===== src/rtl/stopwatch_pkg.sv =====
// rtl/stopwatch_pkg.sv - shared types and constants for clk_edge_stopwatch
// Contents: state enum, BCD digit limit, digit geometry.
package stopwatch_pkg;

   typedef enum logic [1:0] {
      IDLE  = 2'd0,
      RUN   = 2'd1,
      PAUSE = 2'd2
   } sw_state_e;

   localparam logic [3:0] BCD_MAX    = 4'd9;
   localparam int         DIGIT_W    = 4;
   localparam int         NUM_DIGITS = 4;

endpackage


===== src/rtl/edge_sync.sv =====
// rtl/edge_sync.sv - synchronizer plus registered rising-edge detector
// Ports:
//   clk_in : system clock
//   rst    : synchronous active-high reset
//   d      : asynchronous input level
//   rise   : one-cycle pulse, SYNC_STAGES+1 cycles after a 0->1 on d
module edge_sync #(
   parameter int SYNC_STAGES = 2
) (
   input  logic clk_in,
   input  logic rst,
   input  logic d,
   output logic rise
);

   logic [SYNC_STAGES-1:0] sync_q;
   logic                   prev_q;
   logic                   rise_q;

   always_ff @(posedge clk_in) begin
      if (rst) begin
         sync_q <= '0;
         prev_q <= 1'b0;
         rise_q <= 1'b0;
      end else begin
         sync_q <= {sync_q[SYNC_STAGES-2:0], d};
         prev_q <= sync_q[SYNC_STAGES-1];
         // Registering the detector keeps the pulse glitch-free for the counter
         rise_q <= sync_q[SYNC_STAGES-1] & ~prev_q;
      end
   end

   assign rise = rise_q;

endmodule


===== src/rtl/clk_edge_stopwatch.sv =====
// rtl/clk_edge_stopwatch.sv - 4-digit BCD stopwatch timed by edges of clk_N
// Optional feature macro: STOPWATCH_LAP_EN (clear in RUN freezes/releases a lap display)
// Ports:
//   clk_in     : system clock, everything is clocked here
//   rst        : synchronous active-high reset
//   clk_N      : slow divided clock, sampled as asynchronous data
//   start_stop : pulse, toggles run/pause
//   clear      : pulse, zeroes count in PAUSE (lap toggle in RUN when enabled)
//   digits     : {sec_tens, sec_ones, cs_tens, cs_ones} BCD
//   running    : high while in RUN
//   step       : pulse on each centisecond increment
//   wrap       : pulse when 99.99 rolls to 00.00
module clk_edge_stopwatch
   import stopwatch_pkg::*;
#(
   parameter int EDGES_PER_STEP = 50,
   parameter int SYNC_STAGES    = 2
) (
   input  logic        clk_in,
   input  logic        rst,
   input  logic        clk_N,
   input  logic        start_stop,
   input  logic        clear,
   output logic [15:0] digits,
   output logic        running,
   output logic        step,
   output logic        wrap
);

   localparam int CNT_W = (EDGES_PER_STEP > 1) ? $clog2(EDGES_PER_STEP) : 1;
   localparam logic [CNT_W-1:0] CNT_LAST = CNT_W'(EDGES_PER_STEP - 1);

   sw_state_e state_q, state_d;
   logic [CNT_W-1:0]                      cnt_q;
   logic [NUM_DIGITS-1:0][DIGIT_W-1:0]    live_q;
   logic [NUM_DIGITS-1:0][DIGIT_W-1:0]    live_nxt;
   logic                                  carry_out;
   logic                                  step_q, wrap_q, running_q;
   logic                                  edge_w;
   logic                                  count_en, step_hit, clear_now;

   edge_sync #(
      .SYNC_STAGES(SYNC_STAGES)
   ) u_edge_sync (
      .clk_in(clk_in),
      .rst   (rst),
      .d     (clk_N),
      .rise  (edge_w)
   );

   always_comb begin
      state_d = state_q;
      case (state_q)
         IDLE:    if (start_stop) state_d = RUN;
         RUN:     if (start_stop) state_d = PAUSE;
         PAUSE:   if (start_stop) state_d = RUN;
                  else if (clear) state_d = IDLE;
         default: state_d = IDLE;
      endcase
   end

   // An edge coinciding with the start_stop that leaves RUN is dropped
   assign count_en  = (state_q == RUN) && !start_stop && edge_w;
   assign step_hit  = count_en && (cnt_q == CNT_LAST);
   assign clear_now = (state_q == PAUSE) && (state_d == IDLE);

   // Ripple BCD increment; >= keeps any stray non-BCD code from persisting
   always_comb begin
      logic carry;
      carry    = 1'b1;
      live_nxt = live_q;
      for (int i = 0; i < NUM_DIGITS; i++) begin
         if (carry) begin
            if (live_q[i] >= BCD_MAX) begin
               live_nxt[i] = '0;
            end else begin
               live_nxt[i] = live_q[i] + 4'd1;
               carry       = 1'b0;
            end
         end
      end
      carry_out = carry;
   end

   always_ff @(posedge clk_in) begin
      if (rst) begin
         state_q   <= IDLE;
         cnt_q     <= '0;
         live_q    <= '0;
         step_q    <= 1'b0;
         wrap_q    <= 1'b0;
         running_q <= 1'b0;
      end else begin
         state_q   <= state_d;
         running_q <= (state_d == RUN);
         step_q    <= step_hit;
         wrap_q    <= step_hit && carry_out;
         if (clear_now) begin
            cnt_q  <= '0;
            live_q <= '0;
         end else if (count_en) begin
            if (cnt_q == CNT_LAST) begin
               cnt_q  <= '0;
               live_q <= live_nxt;
            end else begin
               cnt_q  <= cnt_q + CNT_W'(1);
            end
         end
      end
   end

`ifdef STOPWATCH_LAP_EN
   logic        lap_act_q;
   logic [15:0] lap_q;

   always_ff @(posedge clk_in) begin
      if (rst) begin
         lap_act_q <= 1'b0;
         lap_q     <= '0;
      end else if ((state_q == RUN) && clear && !start_stop) begin
         lap_act_q <= ~lap_act_q;
         if (!lap_act_q) lap_q <= live_q;
      end else if (clear_now) begin
         lap_act_q <= 1'b0;
      end
   end

   assign digits = lap_act_q ? lap_q : live_q;
`else
   assign digits = live_q;
`endif

   assign running = running_q;
   assign step    = step_q;
   assign wrap    = wrap_q;

endmodule


===== config.mk =====
export PLATFORM = sky130hd
export DESIGN_NAME = clk_edge_stopwatch
export DESIGN_NICKNAME = d
export VERILOG_FILES = /design/src/rtl/stopwatch_pkg.sv /design/src/rtl/edge_sync.sv /design/src/rtl/clk_edge_stopwatch.sv
export SDC_FILE = /design/constraint.sdc
export NUM_CORES = 1
export LEC_CHECK = 0
export CAP_MARGIN = 5
export CORE_ASPECT_RATIO = 0.5
export CORE_MARGIN = 4
export CORE_UTILIZATION = 40
export DETAILED_ROUTE_END_ITERATION = 10
export DONT_BUFFER_PORTS = 1
export PLACE_DENSITY = 0.66
export SLEW_MARGIN = 10
export SYNTH_ARGS = -nofsm -noshare
export SYNTH_HDL_FRONTEND = slang
export SYNTH_SLANG_ARGS = --single-unit
export TNS_END_PERCENT = 20

===== constraint.sdc =====
create_clock -name clk_in -period 2 [get_ports clk_in]
set_clock_uncertainty 0.05 [all_clocks]
set_input_delay 0.2 -clock clk_in [delete_from_list [all_inputs] [get_ports clk_in]]
set_output_delay 0.2 -clock clk_in [all_outputs]
set_load 0.01 [all_outputs]

==> results of run 1 <==
power by group through the flow:
stage          Clock [uW]  Sequential, uW  Combinational, uW
2_1_floorplan           0             644               22.1
3_3_place_gp            0             644               29.0
3_5_place_dp            0             644               30.0
4_1_cts               519             630               35.3
5_1_grt               550             631               39.3
6_report              504             630               35.3
through the flow:
| step | cell area (um2) | power [uW] |
|---|---|---|
| 6_report | 1897 | 1170 |
| 5_1_grt | 1897 | 1221 |
| 4_1_cts | 1876 | 1184 |
| 3_5_place_dp | 1757 | 674.0 |
| 3_3_place_gp | 1757 | 672.8 |
| 2_1_floorplan | 1516 | 666.4 |
cell usage in the layout, fill, tap and decap left out, types with 4 or more instances in the layout:
cell type	count
a21oi_1	12
buf_4	27
clkbuf_8	6
dfxtp_1	24
dfxtp_2	6
ha_1	14
inv_1	12
nand2_1	9
nand2b_1	4
nand3_1	8
nand4_1	4
nor2_1	14
nor2b_1	4
nor3_1	4
o21ai_0	7
critical path, cell delays in order, from the launching register on:
cell and delay (ps):
dfxtp_2 320, or3b_4 390, or4_4 530, or4b_4 530
a21oi_2 140
registers in the layout, indices dropped and copies added, names as in the netlist:
register,flops
digits,16
cnt_q,6
state_q,2
u_edge_sync.sync_q,2
running,1
step,1
u_edge_sync.prev_q,1
u_edge_sync.rise,1
wrap,1
metal layers:
metal / track usage / share of wire / up-vias
li1: - / - / 660
met1: 0.1693 / 0.49 / 598
met2: 0.2205 / 0.44 / 22
met3: 0.04559 / 0.048 / 4
met4: 0.07656 / 0.015 / 0
met5: 0 / 0 / -
what timing repair did:
action / 4_1_cts / 5_1_grt
setup buffers: 0 / 1
pin swaps: 4 / 3
gates resized for setup: 2 / 8
hold endpoints to repair: 8 / 0
cloned: 0 / 0
endpoints found under the setup margin: 3 / 7
hold buffers: 2 / 0
Yosys cell counts:
master      n  area share
or3_1       2      0.0083
inv_1      12       0.030
or3b_2      3       0.017
xor2_1      3       0.017
nand4_1     4       0.017
o22ai_1     1      0.0041
nor2b_1     4       0.017
nor2_1     14       0.035
nor4bb_1    1      0.0066
o31ai_1     2      0.0099
a21oi_1    13       0.043
clkbuf_1    5       0.012
dfxtp_1    31        0.41
nor4_1      2      0.0083
nand4b_1    3       0.017
nor3_1      4       0.013
nor3b_1     3       0.015
nand2b_1    4       0.017
nand2_1     9       0.022
or4b_1      2       0.013
and2_1      1      0.0041
mux2i_1     1      0.0066
or3b_4      1      0.0074
or4_4       1      0.0074
o211a_1     1      0.0066
nand3_1     8       0.026
a211oi_1    1      0.0050
nand4bb_1   1      0.0074
nand3b_1    1      0.0050
o21ai_0     8       0.026
and3_1      3       0.012
a41oi_1     1      0.0058
a21o_1      1      0.0050
ha_1       14        0.12
a31oi_1     2      0.0083
or4_1       1      0.0050
xnor2_1     2       0.012
path summary, 6_finish.rpt:
| kind | endpoint | from | slack [ps] | depth (start not counted) |
|---|---|---|---|---|
| max | digits[13] | cnt_q[2] | -30 | 4 |
| min | state_q[1] | start_stop | 30 | 2 |
| max reg2reg | digits[13] | cnt_q[2] | -30 | 4 |
| min reg2reg | u_edge_sync.rise | u_edge_sync.prev_q | 330 | 1 |
layout make-up:
| cell class | count | area, um2 | area share |
|---|---|---|---|
| clock buffers | 7 | 86.33 | 0.04551 |
| clock inverters | 1 | 5.005 | 0.002639 |
| inverters | 12 | 45.04 | 0.02375 |
| multi-input cells | 122 | 842.1 | 0.4439 |
| flip-flops and latches | 31 | 631.9 | 0.3331 |
| well taps | 51 | 63.81 | 0.03364 |
| repair buffers | 29 | 222.7 | 0.1174 |
cells by family (layout without fill, tap and decap cells):
group,Yosys count,after routing,share of synthesized area
AOI/OAI and AO/OA,30,30,0.1142
buffers and inverters,17,49,0.04222
adders and majority gates,14,14,0.1159
xor gates and xnor gates,5,5,0.02898
muxes,1,1,0.006623
and+or+nand+nor,72,72,0.2815
DFF,31,31,0.4106
==> impl_metrics.tcl, run 1 <==
set metrics [dict create \
    slew_headroom 0.6122 \
    num_vias 1284 \
    finalNonFillerCells 253 \
    critPathMaxFanout 8 \
    cts_num_sinks 31 \
    grt_pass1_wl_um 5237 \
    dp_hpwl_um 2286 \
    groute.usage.overall 0.1398 \
    synthesis.instances 170 \
    die_w_um 94.93 \
    power_density_nw_per_um2 616.6 \
    drt_iter0_drc 34 \
    post_synth.cell_area_avg_um2 8.891 \
    postLayoutCoreUtil 0.5376 \
    clk_pin_slew_ps 70 \
    vias_per_cell 5.075 \
    initial_core_util 0.4284 \
    fill_cells 358 \
    setup.worst_path.end_class "register" \
    ant_nets 0 \
    cap_violations 0 \
    syn_nets 189 \
    setup_viol 2 \
    grt_setup_unrepaired "true" \
    mappedNetlistArea_um2 1511 \
    grt_max_degree 12 \
    antenna_found_initial 0 \
    worst_pin_slew_ps 581.8 \
    finalMaxSlewViolations 0 \
    io_pins 24 \
    root_buffer "clkbuf_8" \
    rows 15 \
    grt_pass1_vias 1220 \
    irDropWorstVdd_mv 0.3583 \
    cp.required_ps 2160 \
    die_area_um2 4886 \
    clockBufferDepth 2 \
    status "complete, but fails checks" \
    final_nets 220 \
    worst_slack_ps -31.03 \
    syn2layout_area_growth_pct 25.50 \
    min_period_ps 2031 \
    die_h_um 51.47 \
    hold_class "in -> reg" \
    synth_cell_types 37 \
    leakage_uw 0.0007526 \
    finalSetupTns_ps -46.27 \
    hold_ws_ps 25.04 \
    p_sw_uw 252.0 \
    yosysSeqAreaShare 0.4106 \
    ys_seq_elements 31 \
    violations "negative setup slack" \
    routedWlPerCell_um 12.36 \
    coreArea_um2 3528 \
    fin_crit_sh 1.016 \
    p_comb_frac 0.030 \
    cp.arrival_ps 2190 \
    switching_share 0.2155 \
    place_ws_ps -66.81 \
    clk_latency_ps 280 \
    diodes 0 \
    hold_viol 0 \
    p_seq_frac 0.539 \
    cts_made_buffers 5 \
    drt_wl_total_um 3127 \
    cts_tree "built" \
    p_clk_frac 0.431 \
    p_int_uw 917.6 \
    place_inst 242 \
    crit_path_start_kind "register" \
    timing.fmax_ghz 0.4924 \
    overflow 0 \
    h-tree-depth 2 \
    drt-pass1-iter-count 4 \
    io_buffers 0 \
    drc 0 \
    drive_gt1_frac 0.2426 \
    crit_type "reg -> reg" \
    yosys_warnings 0 \
    place.gp.congestion 0.7692 \
]
No activity file was read; power rests on OpenSTA's default activity.
==> run 2: changes to the inputs <==
- PLACE_DENSITY: 0.66 -> default
- PLACE_DENSITY_LB_ADDON: default -> 0.3
==> run 2 against run 1 <==
Net effect: the run still ends with negative setup slack left; global-route usage up 0.73 points; core utilization up 1.1 points; wire length up 2.1%; combinational power about the same; worst setup slack better by 0.59 ps; critical endpoint unchanged; critical path type unchanged; first-iteration DRC count up 15%; cell count up 2.0%; sequential share of layout area down 0.91 points.
==> impl_metrics.tcl, run 2 (synthesis results as in run 1) <==
set metrics [dict create \
    vias_per_cell 5.097 \
    rrSetupSlack_ps -30 \
    cp_slowest_cell "or4b_1" \
    leakage_uw 0.0007762 \
    final_area_um2 1934 \
    final_nets 225 \
    min_period_ps 2030 \
    initial_core_util 0.4284 \
    clk_pin_slew_ps 60 \
    place_ws_ps -8.310 \
    postLayoutCoreUtil 0.5482 \
    layout_common_cells "buf_4, dfxtp_1, nor2_1" \
    die_h_um 51.47 \
    diodes 0 \
    setup.worst_path.end_class "register" \
    drive_gt1_frac 0.2415 \
    r2r_cells 4 \
    slowest_delay_ps 550 \
    h-tree-depth 2 \
    die_w_um 94.93 \
    cap_violations 0 \
    root_buffer "clkbuf_8" \
    clockBufferDepth 2 \
    ant_nets 0 \
    power_density_nw_per_um2 623.2 \
    hold_start "start_stop" \
    hold_viol 0 \
    place.gp.congestion 0.7614 \
    holdPathEnd "state_q[1]" \
    groute.usage.overall 0.1471 \
    syn2layout_area_growth_pct 27.98 \
    grt_pass1_wl_um 5451 \
    io_pins 24 \
    dp_hpwl_um 2328 \
    fill_cells 336 \
    worst_slack_ps -30.44 \
    crit_type "reg -> reg" \
    critPathBufInv 0 \
    grt_pass1_vias 1268 \
    cts_num_sinks 31 \
    status "complete, but fails checks" \
    grt_setup_unrepaired "true" \
    timing.fmax_ghz 0.4925 \
    final_common_cell "buf_4" \
    num_vias 1315 \
    cpLargestDelayFamily "simple AND/OR/NAND/NOR gates" \
    critical_path.cell_chain "or3b_4 > or4_4 > or4b_1 > a21oi_2" \
    drt_iter0_drc 39 \
    hold_depth 2 \
    crit_path_start_kind "register" \
    seqCellArea_um2 626.9 \
    cp.required_ps 2170 \
    slew_headroom 0.6547 \
    violations "negative setup slack" \
    drc 0 \
    largest_reg_flops 16 \
    clk_latency_ps 280 \
    antenna_found_initial 0 \
    place_inst 245 \
    rows 15 \
    routedWlPerCell_um 12.38 \
    worst_pin_slew_ps 517.9 \
    placed_area_um2 1779 \
    die_area_um2 4886 \
    reg2reg_from "cnt_q[2]" \
    hold_class "in -> reg" \
    io_buffers 0 \
    cts_tree "built" \
    finalMaxSlewViolations 0 \
    finalSetupTns_ps -57.77 \
    critPathMaxFanout 7 \
    overflow 0 \
    setup_viol 2 \
    multi_input_area_um2 838.3 \
    cp.arrival_ps 2200 \
    r2r_end "digits[13]" \
    grt_max_degree 12 \
    drt-pass1-iter-count 4 \
    irDropWorstVdd_mv 0.3033 \
    coreArea_um2 3528 \
    cts_made_buffers 5 \
    fin_crit_sh 1.015 \
    finalNonFillerCells 258 \
    drt_wl_total_um 3194 \
]
==> run 2: final cells by class <==
| cell class | count | share of cell area |
|---|---|---|
| well taps | 51 | 0.03299 |
| flip-flops and latches | 31 | 0.3241 |
| inverters | 12 | 0.02329 |
| clock buffers | 8 | 0.05175 |
| multi-input cells | 122 | 0.4334 |
| repair buffers | 34 | 0.1345 |
==> run 2: worst max-delay path by stage <==
stage,start,endpoint,slack (ps),cells past startpoint
after global routing,cnt_q[2],digits[13],-60,4
after global placement,digits[0],digits[12],30,6
final,cnt_q[2],digits[13],-30,4
after CTS,cnt_q[2],digits[12],-20,4
after detailed placement,digits[0],digits[12],-8,6
after floorplan,digits[1],digits[12],20,6
==> run 2: metrics by stage <==
step | hold WS, ps | total power [uW]
finish | 27.39 | 1205
global route | 19.30 | 1260
CTS | 15.13 | 1224
detailed placement | 226.5 | 674.1
global placement | 223.3 | 672.7
floorplan | 278.2 | 666.4
==> run 2: repair_timing <==
action,in CTS,in global routing
pin swaps,2,0
endpoints found under the hold margin,8,0
endpoints found under the setup margin,2,7
gates resized for setup,0,5
buffers inserted,2,1
hold buffers,2,0
==> run 2: power by group <==
part | internal [uW] | total, uW | switching, uW
logic | 15.8 | 35.1 | 19.4
registers | 625 | 631 | 5.69
clock network | 314 | 540 | 226
==> run 2: metal layers <==
metal  vias up  wire length (um)  global-route usage
met5         -                 0                   0
met2        20              1471              0.2404
met1       617              1530              0.1747
met3         4               149             0.05294
li1        674                 -                   -
met4         0                42             0.06459
==> run 3: changes to the inputs <==
- PLACE_DENSITY: default -> 0.65
- PLACE_DENSITY_LB_ADDON: 0.3 -> default
- SLEW_MARGIN: 10 -> 0
==> run 3 against run 2 <==
Net effect: the flow still finishes with violations (negative setup slack); cell count shrank 0.39%; via count up 0.23%; fmax grew 0.55%; first-iteration DRC count rose by 15%; largest power group unchanged; highest routed layer unchanged.
==> impl_metrics.tcl, run 3 (synthesis results as in run 1) <==
set metrics [dict create \
    die_h_um 51.47 \
    cts_num_sinks 31 \
    drt-pass1-iter-count 4 \
    drt_iter0_drc 45 \
    vias_per_cell 5.128 \
    dp_hpwl_um 2324 \
    hold_viol 0 \
    layout_common_cells "buf_4, dfxtp_1, nor2_1, ha_1" \
    final_common_cell "buf_4" \
    status "complete, but fails checks" \
    antenna_found_initial 0 \
    placed_area_um2 1779 \
    diodes 0 \
    overflow 0 \
    rows 15 \
    setup_viol 2 \
    final_nets 224 \
    p_clk_frac 0.415 \
    cts_tree "built" \
    finalNonFillerCells 257 \
    violations "negative setup slack" \
    hold_ws_ps 27.96 \
    p_sw_uw 259.9 \
    setup.worst_path.end_class "register" \
    hold_class "in -> reg" \
    slowest_delay_ps 530 \
    critical_path.cell_chain "or3b_4 > or4_4 > or4b_4 > a21oi_2" \
    routedWlPerCell_um 12.88 \
    cp.required_ps 2170 \
    irDropWorstVdd_mv 0.3194 \
    switching_share 0.2284 \
    power.total_uw 1138 \
    die_area_um2 4886 \
    worst_pin_slew_ps 514.0 \
    critPathMaxFanout 5 \
    syn2layout_area_growth_pct 26.57 \
    cp_slowest_cell "or4_4" \
    place_inst 245 \
    final_area_um2 1913 \
    p_seq_frac 0.554 \
    clk_latency_ps 280 \
    drc 0 \
    crit_path_start_kind "register" \
    num_vias 1318 \
    timing.fmax_ghz 0.4952 \
    ant_nets 0 \
    drive_gt1_frac 0.2427 \
    critPathBufInv 0 \
    grt_pass1_wl_um 5292 \
    finalMaxSlewViolations 0 \
    drt_wl_total_um 3309 \
    min_period_ps 2019 \
    leakage_uw 0.0007640 \
    initial_core_util 0.4284 \
    cts_made_buffers 5 \
    cp.arrival_ps 2190 \
    p_int_uw 877.9 \
    io_buffers 0 \
    io_pins 24 \
    grt_pass1_vias 1209 \
    place_ws_ps -21.91 \
    cpLargestDelayFamily "simple AND/OR/NAND/NOR gates" \
    cap_violations 0 \
    die_w_um 94.93 \
    root_buffer "clkbuf_8" \
    slew_headroom 0.6573 \
    clk_pin_slew_ps 70 \
    place.gp.congestion 0.7617 \
    clockBufferDepth 2 \
    h-tree-depth 2 \
    coreArea_um2 3528 \
    largest_reg_flops 16 \
    p_comb_frac 0.031 \
    cts_setup_buffers 0 \
    grt_max_degree 12 \
    groute.usage.overall 0.1446 \
    power_density_nw_per_um2 594.8 \
    crit_type "reg -> reg" \
    grt_setup_unrepaired "true" \
    fin_crit_sh 1.010 \
    worst_slack_ps -19.34 \
]
## run 3: layout make-up
| type | count | area [um2] |
|---|---|---|
| Clock inverter | 3 | 15.01 |
| Tap cell | 51 | 63.81 |
| Fill cell | 330 | 1615 |
| Timing Repair Buffer | 31 | 237.7 |
| Inverter | 12 | 45.04 |
| Multi-Input combinational cell | 124 | 854.6 |
| Clock buffer | 5 | 68.82 |
| Sequential cell | 31 | 628.1 |
## run 3: metrics by stage
stage / utilization / setup TNS [ps]
6_report: 0.5422 / -29.63
2_1_floorplan: - / 0
3_5_place_dp: 0.5043 / -38.77
3_3_place_gp: 0.5043 / 0
4_1_cts: 0.5365 / -6.471
5_1_grt: 0.5422 / -247.8
## run 3: path summary, 6_finish.rpt
check                           cells past startpoint                to                from  slack (ps)
worst min register to register                      1  u_edge_sync.rise  u_edge_sync.prev_q         340
worst min-delay path                                2        state_q[1]          start_stop          30
worst max register to register                      4        digits[12]            cnt_q[2]         -20
worst max-delay path                                4        digits[12]            cnt_q[2]         -20
## run 3: timing repair
| action | in CTS | in global routing |
|---|---|---|
| resized for setup | 1 | 5 |
| hold buffers | 2 | 0 |
| endpoints found under the setup margin | 3 | 8 |
| hold endpoints to repair | 8 | 0 |
| gates cloned | 1 | 1 |
| pin swaps | 2 | 1 |
## run 3: power by group through the flow
stage | Clock [uW] | Combinational [uW] | Sequential (uW)
5_1_grt | 523 | 40.0 | 631
3_5_place_dp | 0 | 30.1 | 644
4_1_cts | 488 | 35.6 | 630
3_3_place_gp | 0 | 29.6 | 644
6_report | 472 | 35.6 | 630
2_1_floorplan | 0 | 22.1 | 644
## run 3: metal layers
metal  wire [um]  GRT usage
met1        1532     0.1658
met2        1451     0.2345
met3         282    0.06765
met4          42    0.05742
met5           0          0
